**config.mk**
```make
export PLATFORM = sky130hd
export DESIGN_NAME = block_draw_engine_flat
export DESIGN_NICKNAME = d
export VERILOG_FILES = /design/src/rtl/blockstacker_pkg.sv /design/src/rtl/block_draw_engine_if.sv /design/src/rtl/pixel_scan_counter.sv /design/src/rtl/block_draw_engine.sv /design/src/flat_wrapper.sv
export SDC_FILE = /design/constraint.sdc
export NUM_CORES = 1
export LEC_CHECK = 0
export BUFFER_PORTS_ARGS = -buffer_cell sky130_fd_sc_hd__buf_2
export CAP_MARGIN = 20
export CORE_MARGIN = 2
export CORE_UTILIZATION = 40
export CTS_BUF_LIST = sky130_fd_sc_hd__clkbuf_16
export CTS_CLUSTER_SIZE = 20
export DETAILED_ROUTE_END_ITERATION = 10
export GPL_TIMING_DRIVEN = 0
export SYNTH_ARGS = -nofsm -noshare
export SYNTH_HDL_FRONTEND = slang
export SYNTH_SLANG_ARGS = --single-unit
```
**constraint.sdc**
```tcl
create_clock -name clk -period 2.7 [get_ports clk]
set_input_delay 0.54 -clock clk [delete_from_list [all_inputs] [get_ports clk]]
set_output_delay 0.54 -clock clk [all_outputs]
set_load 0.03 [all_outputs]
```
**src/rtl/blockstacker_pkg.sv**
```systemverilog
// Shared constants and FSM state encoding for the block-stacker datapath.
package blockstacker_pkg;
    localparam int unsigned X_W      = 8;
    localparam int unsigned Y_W      = 7;
    localparam int unsigned COLOUR_W = 3;
    localparam int unsigned WID_W    = 8;
    localparam int unsigned BLOCK_H  = 4;
    localparam int unsigned SCREEN_W = 160;
    localparam int unsigned SCREEN_H = 120;
    localparam int unsigned ROW_W    = (BLOCK_H > 1) ? $clog2(BLOCK_H) : 1;

    typedef enum logic [1:0] {
        ST_IDLE = 2'd0,
        ST_DRAW = 2'd1,
        ST_DONE = 2'd2
    } state_t;
endpackage

```
**src/rtl/block_draw_engine_if.sv**
```systemverilog
// Request/VGA signal bundle between the control side, the draw engine and the vga_adapter.
interface block_draw_engine_if;
    import blockstacker_pkg::*;

    logic                req;
    logic                req_erase;
    logic [X_W-1:0]      x_in;
    logic [Y_W-1:0]      y_in;
    logic [WID_W-1:0]    width_in;
    logic [COLOUR_W-1:0] colour_in;
    logic [COLOUR_W-1:0] bg_colour;
    logic [X_W-1:0]      vga_x;
    logic [Y_W-1:0]      vga_y;
    logic [COLOUR_W-1:0] vga_colour;
    logic                vga_plot;
    logic                busy;
    logic                done_plot;

    modport master (
        output req, req_erase, x_in, y_in, width_in, colour_in, bg_colour,
        input  vga_x, vga_y, vga_colour, vga_plot, busy, done_plot
    );

    modport slave (
        input  req, req_erase, x_in, y_in, width_in, colour_in, bg_colour,
        output vga_x, vga_y, vga_colour, vga_plot, busy, done_plot
    );
endinterface

```
**src/rtl/pixel_scan_counter.sv**
```systemverilog
// Row-major column/row scan over a width x BLOCK_H block; flags the final pixel.
module pixel_scan_counter
    import blockstacker_pkg::*;
(
    input  logic             clk,
    input  logic             resetn,
    input  logic             clear,
    input  logic             enable,
    input  logic [WID_W-1:0] width,
    output logic [WID_W-1:0] col,
    output logic [ROW_W-1:0] row,
    output logic             last
);
    logic last_col;
    logic last_row;

    assign last_col = (col == width - WID_W'(1));
    assign last_row = (row == ROW_W'(BLOCK_H - 1));
    assign last     = last_col && last_row;

    always_ff @(posedge clk) begin
        if (!resetn || clear) begin
            col <= '0;
            row <= '0;
        end else if (enable) begin
            if (last_col) begin
                col <= '0;
                row <= row + ROW_W'(1);
            end else begin
                col <= col + WID_W'(1);
            end
        end
    end
endmodule

```
**src/rtl/block_draw_engine.sv**
```systemverilog
// Rasterises one latched block onto the VGA write port, one pixel per clock,
// then holds done_plot until the requester drops req.
module block_draw_engine
    import blockstacker_pkg::*;
(
    input  logic               clk,
    input  logic               resetn,
    block_draw_engine_if.slave bus
);
    localparam logic [X_W:0] X_LIMIT = (X_W + 1)'(SCREEN_W);

    state_t              state, state_next;
    logic [X_W-1:0]      x_r;
    logic [Y_W-1:0]      y_r;
    logic [WID_W-1:0]    w_r;
    logic [COLOUR_W-1:0] c_r;
    logic [WID_W-1:0]    col;
    logic [ROW_W-1:0]    row;
    logic                last_px;
    logic [X_W:0]        px_sum;
    logic [X_W-1:0]      vga_x_q;
    logic [Y_W-1:0]      vga_y_q;
    logic [COLOUR_W-1:0] vga_colour_q;
    logic                vga_plot_q;

    pixel_scan_counter u_scan (
        .clk    (clk),
        .resetn (resetn),
        .clear  (state == ST_IDLE && bus.req),
        .enable (state == ST_DRAW && bus.req),
        .width  (w_r),
        .col    (col),
        .row    (row),
        .last   (last_px)
    );

    // Extra bit so pixels past the right edge are detected rather than wrapped.
    assign px_sum = (X_W + 1)'(x_r) + (X_W + 1)'(col);

    always_ff @(posedge clk) begin
        if (!resetn) state <= ST_IDLE;
        else         state <= state_next;
    end

    always_comb begin
        state_next = state;
        case (state)
            ST_IDLE: if (bus.req) state_next = (bus.width_in == '0) ? ST_DONE : ST_DRAW;
            ST_DRAW: begin
                if (!bus.req)    state_next = ST_IDLE;
                else if (last_px) state_next = ST_DONE;
            end
            ST_DONE: if (!bus.req) state_next = ST_IDLE;
            default: state_next = ST_IDLE;
        endcase
    end

    always_ff @(posedge clk) begin
        if (!resetn) begin
            x_r          <= '0;
            y_r          <= '0;
            w_r          <= '0;
            c_r          <= '0;
            vga_x_q      <= '0;
            vga_y_q      <= '0;
            vga_colour_q <= '0;
            vga_plot_q   <= 1'b0;
        end else begin
            case (state)
                ST_IDLE: begin
                    vga_plot_q <= 1'b0;
                    if (bus.req) begin
                        x_r <= bus.x_in;
                        y_r <= bus.y_in;
                        w_r <= bus.width_in;
                        c_r <= bus.req_erase ? bus.bg_colour : bus.colour_in;
                    end
                end
                ST_DRAW: begin
                    if (bus.req) begin
                        vga_x_q      <= px_sum[X_W-1:0];
                        vga_y_q      <= y_r + Y_W'(row);
                        vga_colour_q <= c_r;
                        vga_plot_q   <= (px_sum < X_LIMIT);
                    end else begin
                        vga_plot_q <= 1'b0;
                    end
                end
                default: vga_plot_q <= 1'b0;
            endcase
        end
    end

    assign bus.vga_x      = vga_x_q;
    assign bus.vga_y      = vga_y_q;
    assign bus.vga_colour = vga_colour_q;
    assign bus.vga_plot   = vga_plot_q;
    assign bus.busy       = (state != ST_IDLE);
    assign bus.done_plot  = (state == ST_DONE);
endmodule

```
**src/flat_wrapper.sv**
```systemverilog
// flat-port wrapper written by rule: the top's interface ports become plain ports
module block_draw_engine_flat import blockstacker_pkg::*;
  (clk, resetn, bus_req, bus_req_erase, bus_x_in, bus_y_in, bus_width_in, bus_colour_in, bus_bg_colour, bus_vga_x, bus_vga_y, bus_vga_colour, bus_vga_plot, bus_busy, bus_done_plot);
  block_draw_engine_if bus_i ();
  input  logic clk;
  input  logic resetn;
  input wire logic [$bits(bus_i.req)-1:0] bus_req;
  input wire logic [$bits(bus_i.req_erase)-1:0] bus_req_erase;
  input wire logic [$bits(bus_i.x_in)-1:0] bus_x_in;
  input wire logic [$bits(bus_i.y_in)-1:0] bus_y_in;
  input wire logic [$bits(bus_i.width_in)-1:0] bus_width_in;
  input wire logic [$bits(bus_i.colour_in)-1:0] bus_colour_in;
  input wire logic [$bits(bus_i.bg_colour)-1:0] bus_bg_colour;
  output wire logic [$bits(bus_i.vga_x)-1:0] bus_vga_x;
  output wire logic [$bits(bus_i.vga_y)-1:0] bus_vga_y;
  output wire logic [$bits(bus_i.vga_colour)-1:0] bus_vga_colour;
  output wire logic [$bits(bus_i.vga_plot)-1:0] bus_vga_plot;
  output wire logic [$bits(bus_i.busy)-1:0] bus_busy;
  output wire logic [$bits(bus_i.done_plot)-1:0] bus_done_plot;
  assign bus_i.req = bus_req;
  assign bus_i.req_erase = bus_req_erase;
  assign bus_i.x_in = bus_x_in;
  assign bus_i.y_in = bus_y_in;
  assign bus_i.width_in = bus_width_in;
  assign bus_i.colour_in = bus_colour_in;
  assign bus_i.bg_colour = bus_bg_colour;
  assign bus_vga_x = bus_i.vga_x;
  assign bus_vga_y = bus_i.vga_y;
  assign bus_vga_colour = bus_i.vga_colour;
  assign bus_vga_plot = bus_i.vga_plot;
  assign bus_busy = bus_i.busy;
  assign bus_done_plot = bus_i.done_plot;
  block_draw_engine u_core (.clk(clk), .resetn(resetn), .bus(bus_i));
endmodule
```
# Yosys cells after proc, flatten, opt, wreduce, memory -nomap -nowiden
# Index checks and enable logic that the tools add are counted.
[totals]
input_bits = 33
regBits = 57
word_cells = 45
[classes]
mux = 8
magnitude_cmp = 1
eq_ne = 7
reduce_logical = 13
add_sub_neg = 5
[op_table]
columns = ["cell", "count"]
rows = [
  ["$mux 2", 5],
  ["$add 8x8->9", 1],
  ["$lt 9x8->1 const B", 1],
  ["$add 8x1->8 const B", 1],
  ["$eq 8x8->1", 1],
  ["$logic_not 8->1", 1],
  ["$mux 8", 1],
  ["$sub 8x1->8 const B", 1],
  ["$add 7x2->7", 1],
  ["$pmux 2 s3", 1],
  ["$reduce_and 2->1", 3],
  ["$reduce_and 3->1", 2],
  ["$eq 2x2->1 const B", 2],
  ["$ne 2x2->1 const B", 2],
  ["$logic_and 1x1->1", 3],
  ["$mux 3", 1],
  ["$ne 3x2->1 const B", 1],
  ["$add 2x1->2 const B", 1],
  ["$eq 2x1->1 const B", 1],
  ["$logic_not 2->1", 1],
  ["$reduce_bool 2->1", 1],
  ["$logic_not 1->1", 1],
  ["$logic_or 1x1->1", 1],
]

# Depth between registers and ports, before layout
# Gate-level depths: netlist of the first run.
[depth]
word_depth = 6
mapped_depth = 9
ltp_nobuf = 8

# Hierarchy
# A second synthesis of the first run with hierarchy kept.
[unflattened]
cells_unflattened = 347
hier_area_um2 = 2932.8
[by_module_without_submodules]
columns = ["module", "cells_per_inst", "area_each_um2", "n_inst", "seq_area_each_um2"]
rows = [
  ["block_draw_engine", 257, 2113.3, 1, 940.9],
  ["pixel_scan_counter", 90, 819.5, 1, 200.2],
]

# Worst setup path before layout of the first run
# OpenSTA, ideal clock, no wires.
[synth_path]
path_kind = "reg-to-reg"
startpoint = "register u_core.w_r[0]"
endpoint = "register u_core.u_scan.col[2]"
arrival_time_ns = 2.061
setup_ns = 0.139
required_ns = 2.561
n_path_buf = 1
path_slack_ns = 0.500
path_stages_with_launch = 10
path_cell_list = "dfxtp_1 > inv_1 > ha_1 > nor3b_2 > xnor2_1 > nand2_1 > or4b_1 > buf_2 > nor3_1 > nor3_1"
[synth_between]
elab_chain_len = 3
[synth_lines]
columns = ["item", "line", "source"]
rows = [
  ["start, declared", "block_draw_engine.sv:15", "logic [WID_W-1:0] w_r;"],
  ["start signal, assigned", "block_draw_engine.sv:75", "w_r <= bus.width_in;"],
  ["$sub 8x1->8", "pixel_scan_counter.sv:17", "assign last_col = (col == width - WID_W'(1));"],
  ["$eq 8x8->1", "pixel_scan_counter.sv:17", ""],
  ["$mux 8", "pixel_scan_counter.sv:26", "if (last_col) begin"],
  ["end signal, assigned", "pixel_scan_counter.sv:30", "col <= col + WID_W'(1);"],
  ["end, declared", "pixel_scan_counter.sv:10", "output logic [WID_W-1:0] col,"],
]
# Every way passes these cells.
# A chain may end at the register's enable or synchronous reset.

# Worst setup path in the final report of the first run
[layout_path]
startpoint = "register u_core.w_r[0]"
endpoint = "register u_core.u_scan.row[0]"
[layout_between]
elab_chain_len = 3
[layout_lines]
columns = ["item", "line", "source"]
rows = [
  ["$sub 8x1->8", "pixel_scan_counter.sv:17", ""],
  ["$eq 8x8->1", "pixel_scan_counter.sv:17", ""],
  ["$reduce_and 2->1 (no line)", "--", ""],
  ["end signal, assigned", "pixel_scan_counter.sv:28", "row <= row + ROW_W'(1);"],
  ["end, declared", "pixel_scan_counter.sv:11", "output logic [ROW_W-1:0] row,"],
]
# Every way passes these cells.

==> flow_summary.ini, run 1 <==
[sta]
rsz0062_at_grt = no
worst_slack_ps = 236
slew_headroom_pct = 65.8
period_minus_slack_ps = 2460
setup_viol = 0
slew_viol_final = 0
finalSetupTns_ps = 0
fmax_mhz = 406
skew_ps = 6.62
fin_crit_sh_pct = 91.3
worstMarginPinSlew_ps = 509
hold_violations = 0

[global_routing]
grt.total_usage_pct = 17.9
antenna_found_initial = 0
grt_pass1_wl_mm = 11.7
grt_max_degree = 11
grt_overflow = 0
grt_pass1_vias = 2396

[clock_network]
cts_sinks = 57
clk_latency_ps = 320
cts_buffer_depth = 2
cts_tree = done
clockRootBuffer = clkbuf_16
path_clk_slew_ps = 50
cts_buffers = 9
htreeDepth = 3

[place]
port-buffer-count = 52
place_area_um2 = 3380
dpl_worst_slack_ps = 86.3
place_congestion = 0.829
hpwlAfterDp_mm = 5.37

[synth]
yosysSeqAreaShare_pct = 38.1
syn_nets = 404
ys_types = 43
ys_ff_latch = 57
ys_warn_count = 0
synth_cells = 356
syn_area_um2 = 3000
syn_area_per_cell_um2 = 8.42

[cells_and_area]
drive_above_1_share_pct = 17.5
fillCellCount = 740
num_antenna_cells = 0
syn2layout_area_growth_pct = 21.5
register_area_um2 = 1140
most-common-layout-cells = nand2_1 (85), dfxtp_1 (57), buf_2 (54)
design_area_um2 = 3640
multiInputGateArea_um2 = 1740
final_nets = 467
final_common_cell = nand2_1

[critical_path]
critPathMaxFanout = 9
timing.rr.end = u_core.u_scan.row[0]
required_ps = 2950
ff2ff_path_depth = 9
end_kind = register
critPathLaunchType = register
critPathKind = reg2reg
r2r_setup_slack_ps = 240
critical_path_arrival_ps = 2710
r2r_start = u_core.w_r[0]

[route]
remaining_drc_errors = 0
wirelength_mm = 7.15
postRouteAntennaNets = 0
vias = 2621
via_per_inst = 5.01
drt_iter0_markers = 144
drt_first_pass_iters = 5
post_drt_wl_per_cell_um = 13.7

[floorplan]
io_pins = 54
die_area_um2 = 8200
start_util_pct = 41.3
num_rows = 31
chipHeight_um = 90.6
core_area_um2 = 7250
dieWidth_um = 90.6

[min_path]
holdPathStages = 2
hold_end = u_core.bus.vga_colour[0]
holdCritStartpoint = u_core.bus.vga_colour[0]
min_path_type = reg2reg

[power]
ir_drop_mv = 0.301
leakagePower_nw = 1.67
power.density_nw_per_um2 = 583

[outcome]
status = finished, final reports clean

[flow_run]
maxCapViolCount = 0
==> worst max-delay path, stage by stage (launching register included) <==
cell and delay, ps:
dfxtp_1 440, inv_1 80, ha_1 290, nor3b_2 190
xnor2_1 120, nand2_1 70, or4b_1 450, buf_2 200
or4_1 410, a21oi_1 140
==> power by group <==
| group | switching [W] | internal [W] | total [W] |
|---|---|---|---|
| combinational | 0.000152 | 0.000106 | 0.000259 |
| sequential | 0.0000258 | 0.000878 | 0.000904 |
| clock | 0.000361 | 0.000601 | 0.000961 |
==> layer usage <==
metal	GRT usage, %	vias to the layer above	routed length [um]
met3	3.92	11	371
li1	-	1362	-
met2	28.4	47	3160
met4	7.69	0	125
met5	0	-	0
met1	23.5	1201	3500
==> worst max-delay path by stage <==
stage	from	to	cells past startpoint
3_5_place_dp	u_core.w_r[0]	u_core.u_scan.col[5]	9
2_1_floorplan	u_core.w_r[0]	u_core.u_scan.col[2]	9
3_3_place_gp	u_core.w_r[0]	u_core.u_scan.col[4]	9
5_1_grt	u_core.w_r[0]	u_core.u_scan.row[0]	9
4_1_cts	u_core.w_r[0]	u_core.u_scan.col[2]	9
6_report	u_core.w_r[0]	u_core.u_scan.row[0]	9
==> Yosys cell counts <==
cell / count / area, um^2
a211o_1: 2 / 17.5
and2_1: 3 / 18.8
nand3b_1: 3 / 22.5
o2111ai_1: 1 / 8.76
nand2b_1: 2 / 12.5
ha_1: 13 / 163
dfxtp_1: 57 / 1140
clkbuf_1: 16 / 60.1
or4_1: 2 / 15.0
a22oi_4: 1 / 21.3
buf_6: 1 / 11.3
o31ai_1: 4 / 30.0
o21a_1: 1 / 7.51
a211oi_1: 4 / 30.0
nand2_1: 85 / 319
o221ai_1: 1 / 8.76
xnor2_1: 11 / 96.3
nand3_1: 3 / 15.0
o21ai_0: 8 / 40.0
inv_1: 10 / 37.5
nor3_1: 10 / 50.1
and3_1: 4 / 25.0
buf_2: 2 / 10.0
o211a_1: 9 / 90.1
nor2_1: 11 / 41.3
and3b_1: 1 / 8.76
a31o_2: 1 / 8.76
fa_1: 2 / 40.0
a21o_1: 2 / 15.0
nor3b_2: 1 / 12.5
a21oi_1: 12 / 60.1
nand4_1: 4 / 25.0
a21boi_0: 31 / 233
or4b_1: 1 / 10.0
or2_2: 2 / 12.5
a221oi_1: 1 / 8.76
o21bai_1: 4 / 30.0
xor2_1: 15 / 131
nor4_1: 4 / 25.0
nor2b_1: 5 / 31.3
o211ai_1: 2 / 15.0
mux2i_1: 3 / 30.0
and4_1: 1 / 8.76
==> final cells by class <==
| type | count | share of cell area (%) |
|---|---|---|
| Tap cell | 99 | 3.40 |
| Inverter | 10 | 1.03 |
| Clock buffer | 9 | 6.18 |
| Sequential cell | 57 | 31.3 |
| Timing Repair Buffer | 52 | 7.14 |
| Clock inverter | 7 | 0.859 |
| Buffer | 19 | 2.23 |
| Multi-Input combinational cell | 270 | 47.8 |
==> timing repair <==
action                                  CTS  global route
gates resized for setup                   0             1
endpoints found under the setup margin    0             6
hold buffers                              0             0
setup buffers                             0             0
==> metrics by stage <==
| step | hold slack [ps] | cells | total power (W) | utilization, % |
|---|---|---|---|---|
| 2_1_floorplan | 441 | 356 | 0.00110 | - |
| 4_1_cts | 458 | 523 | 0.00215 | 50.2 |
| 6_report | 462 | 523 | 0.00212 | 50.2 |
| 5_1_grt | 469 | 523 | 0.00222 | 50.2 |
| 3_5_place_dp | 458 | 507 | 0.00118 | 46.6 |
| 3_3_place_gp | 454 | 507 | 0.00117 | 46.6 |
==> kinds of logic (layout without fill, tap and decap cells) <==
family                   Yosys count  after routing  share of synthesized area (%)
flip-flops                        57             57                           38.1
multiplexers                       3              3                           1.00
AO/OA/AOI/OAI                     84             84                           20.8
XOR/XNOR                          26             26                           7.60
adder cells (fa/ha/maj)           15             15                           6.76
buffers and inverters             29             97                           3.97
AND/OR/NAND/NOR                  142            142                           21.8
==> state kept, by name (all words and copies together), names as in the netlist <==
name,cells
u_core.bus.vga_x,8
u_core.u_scan.col,8
u_core.w_r,8
u_core.x_r,8
u_core.bus.vga_y,7
u_core.y_r,7
u_core.bus.vga_colour,3
u_core.c_r,3
u_core.state,2
u_core.u_scan.row,2
u_core.bus.vga_plot,1
No activity file was read; power rests on OpenSTA's default activity.
==> run 2, diff against run 1 <==
- MAX_ROUTING_LAYER: unset -> met4
==> run 2 against run 1 <==
  * First-iteration DRC count decreased by 13%
  * Largest power group unchanged
  * Routed wire length down 0.60%
  * Die area unchanged
  * Sequential cell count unchanged
==> flow_summary.ini, run 2 (synthesis results as in run 1) <==
[place]
port-buffer-count = 52
hpwlAfterDp_mm = 5.37
place_area_um2 = 3380
dp_cells = 507
place_congestion = 0.841

[sta]
holdWs_ps = 463
hold_violations = 0
fmax_mhz = 408
rsz0062_at_grt = no
slew_viol_final = 0
finalSetupTns_ps = 0
period_minus_slack_ps = 2450
worstMarginPinSlew_ps = 509
fin_crit_sh_pct = 90.8
slew_headroom_pct = 65.8
setup_viol = 0
skew_ps = 5.21

[floorplan]
dieWidth_um = 90.6
die_area_um2 = 8200
start_util_pct = 41.3
num_rows = 31
io_pins = 54
core_area_um2 = 7250
chipHeight_um = 90.6

[clock_network]
hold_buffers = 0
cts_buffers = 9
htreeDepth = 3
clk_latency_ps = 320
clockRootBuffer = clkbuf_16
cts_tree = done
cts_buffer_depth = 2
cts_sinks = 57
path_clk_slew_ps = 50

[route]
postRouteAntennaNets = 0
drt_iter0_markers = 126
drt_first_pass_iters = 5
via_per_inst = 5.01
remaining_drc_errors = 0
post_drt_wl_per_cell_um = 13.6
wirelength_mm = 7.11
vias = 2619

[cells_and_area]
fillCellCount = 740
finalNonFillerCells = 523
drive_above_1_share_pct = 17.5
final_nets = 467
multiInputGateArea_um2 = 1740
syn2layout_area_growth_pct = 21.5
final_common_cell = nand2_1
num_antenna_cells = 0
design_area_um2 = 3640
most-common-layout-cells = nand2_1 (85), dfxtp_1 (57), buf_2 (54)
register_area_um2 = 1140

[critical_path]
critPathMaxFanout = 9
critPathKind = reg2reg
cpPeakStageDelay_ps = 450
critical_path_arrival_ps = 2700
crit_slowest_cell = or4b_1
crit_family = simple AND/OR/NAND/NOR gates
r2r_setup_slack_ps = 250
path_buf_inv = 2
crit_path_cell_trace = inv_1, ha_1, nor3b_2, xnor2_1, nand2_1, or4b_1, buf_2, or4_1, a21oi_1
critPathLaunchType = register
required_ps = 2950
end_kind = register

[global_routing]
grt_pass1_vias = 2395
grt_max_degree = 11
grt_overflow = 0
antenna_found_initial = 0
grt_pass1_wl_mm = 11.7
grt.total_usage_pct = 18.4

[outcome]
status = finished, final reports clean

[power]
p_total_w = 0.00212
power.density_nw_per_um2 = 583
ir_drop_mv = 0.302
leakagePower_nw = 1.67

[flow_run]
maxCapViolCount = 0

[min_path]
min_path_type = reg2reg
## run 2: metrics by stage
step | setup slack [ps] | utilization [%]
global placement | 128 | 46.6
detailed placement | 86.3 | 46.6
floorplan | 500 | -
finish | 249 | 50.2
global route | 55.7 | 50.2
CTS | 66.4 | 50.2
## run 2: worst min-delay path: cells and delay by family (launching register included)
kind             cells  cell delay, ps
AO/OA/AOI/OAI        1              70
AND/OR/NAND/NOR      1              40
flip-flops           1             300
## run 2: routing by layer
metal  wire length [um]  track usage (%)
met5                  0                -
met2               3170             28.5
met3                357             3.84
met4                123             7.69
met1               3450             23.5
## run 2: timing repair
item                       4_1_cts  5_1_grt
buffers inserted                 0        0
gates resized for setup          0        1
setup endpoints to repair        0        6
## run 2: final cells by class
cell class              instances  area share (%)
repair buffers                 52            7.14
flip-flops and latches         57            31.3
multi-input cells             270            47.8
clock buffers                   9            6.18
plain buffers                  19            2.23
well taps                      99            3.40
clock inverters                 7           0.859
inverters                      10            1.03
## run 2: worst paths after layout
kind	from	cells past startpoint	to
setup / recovery	u_core.w_r[0]	9	u_core.u_scan.row[0]
hold / removal	u_core.bus.vga_colour[0]	2	u_core.bus.vga_colour[0]
setup reg to reg	u_core.w_r[0]	9	u_core.u_scan.row[0]
hold reg to reg	u_core.bus.vga_colour[0]	2	u_core.bus.vga_colour[0]
## run 2: power by group
group | total [W] | switching (W) | internal, W
registers | 0.000904 | 0.0000258 | 0.000878
clock network | 0.000962 | 0.000361 | 0.000601
logic | 0.000258 | 0.000152 | 0.000106
total | 0.00212 | 0.000539 | 0.00159
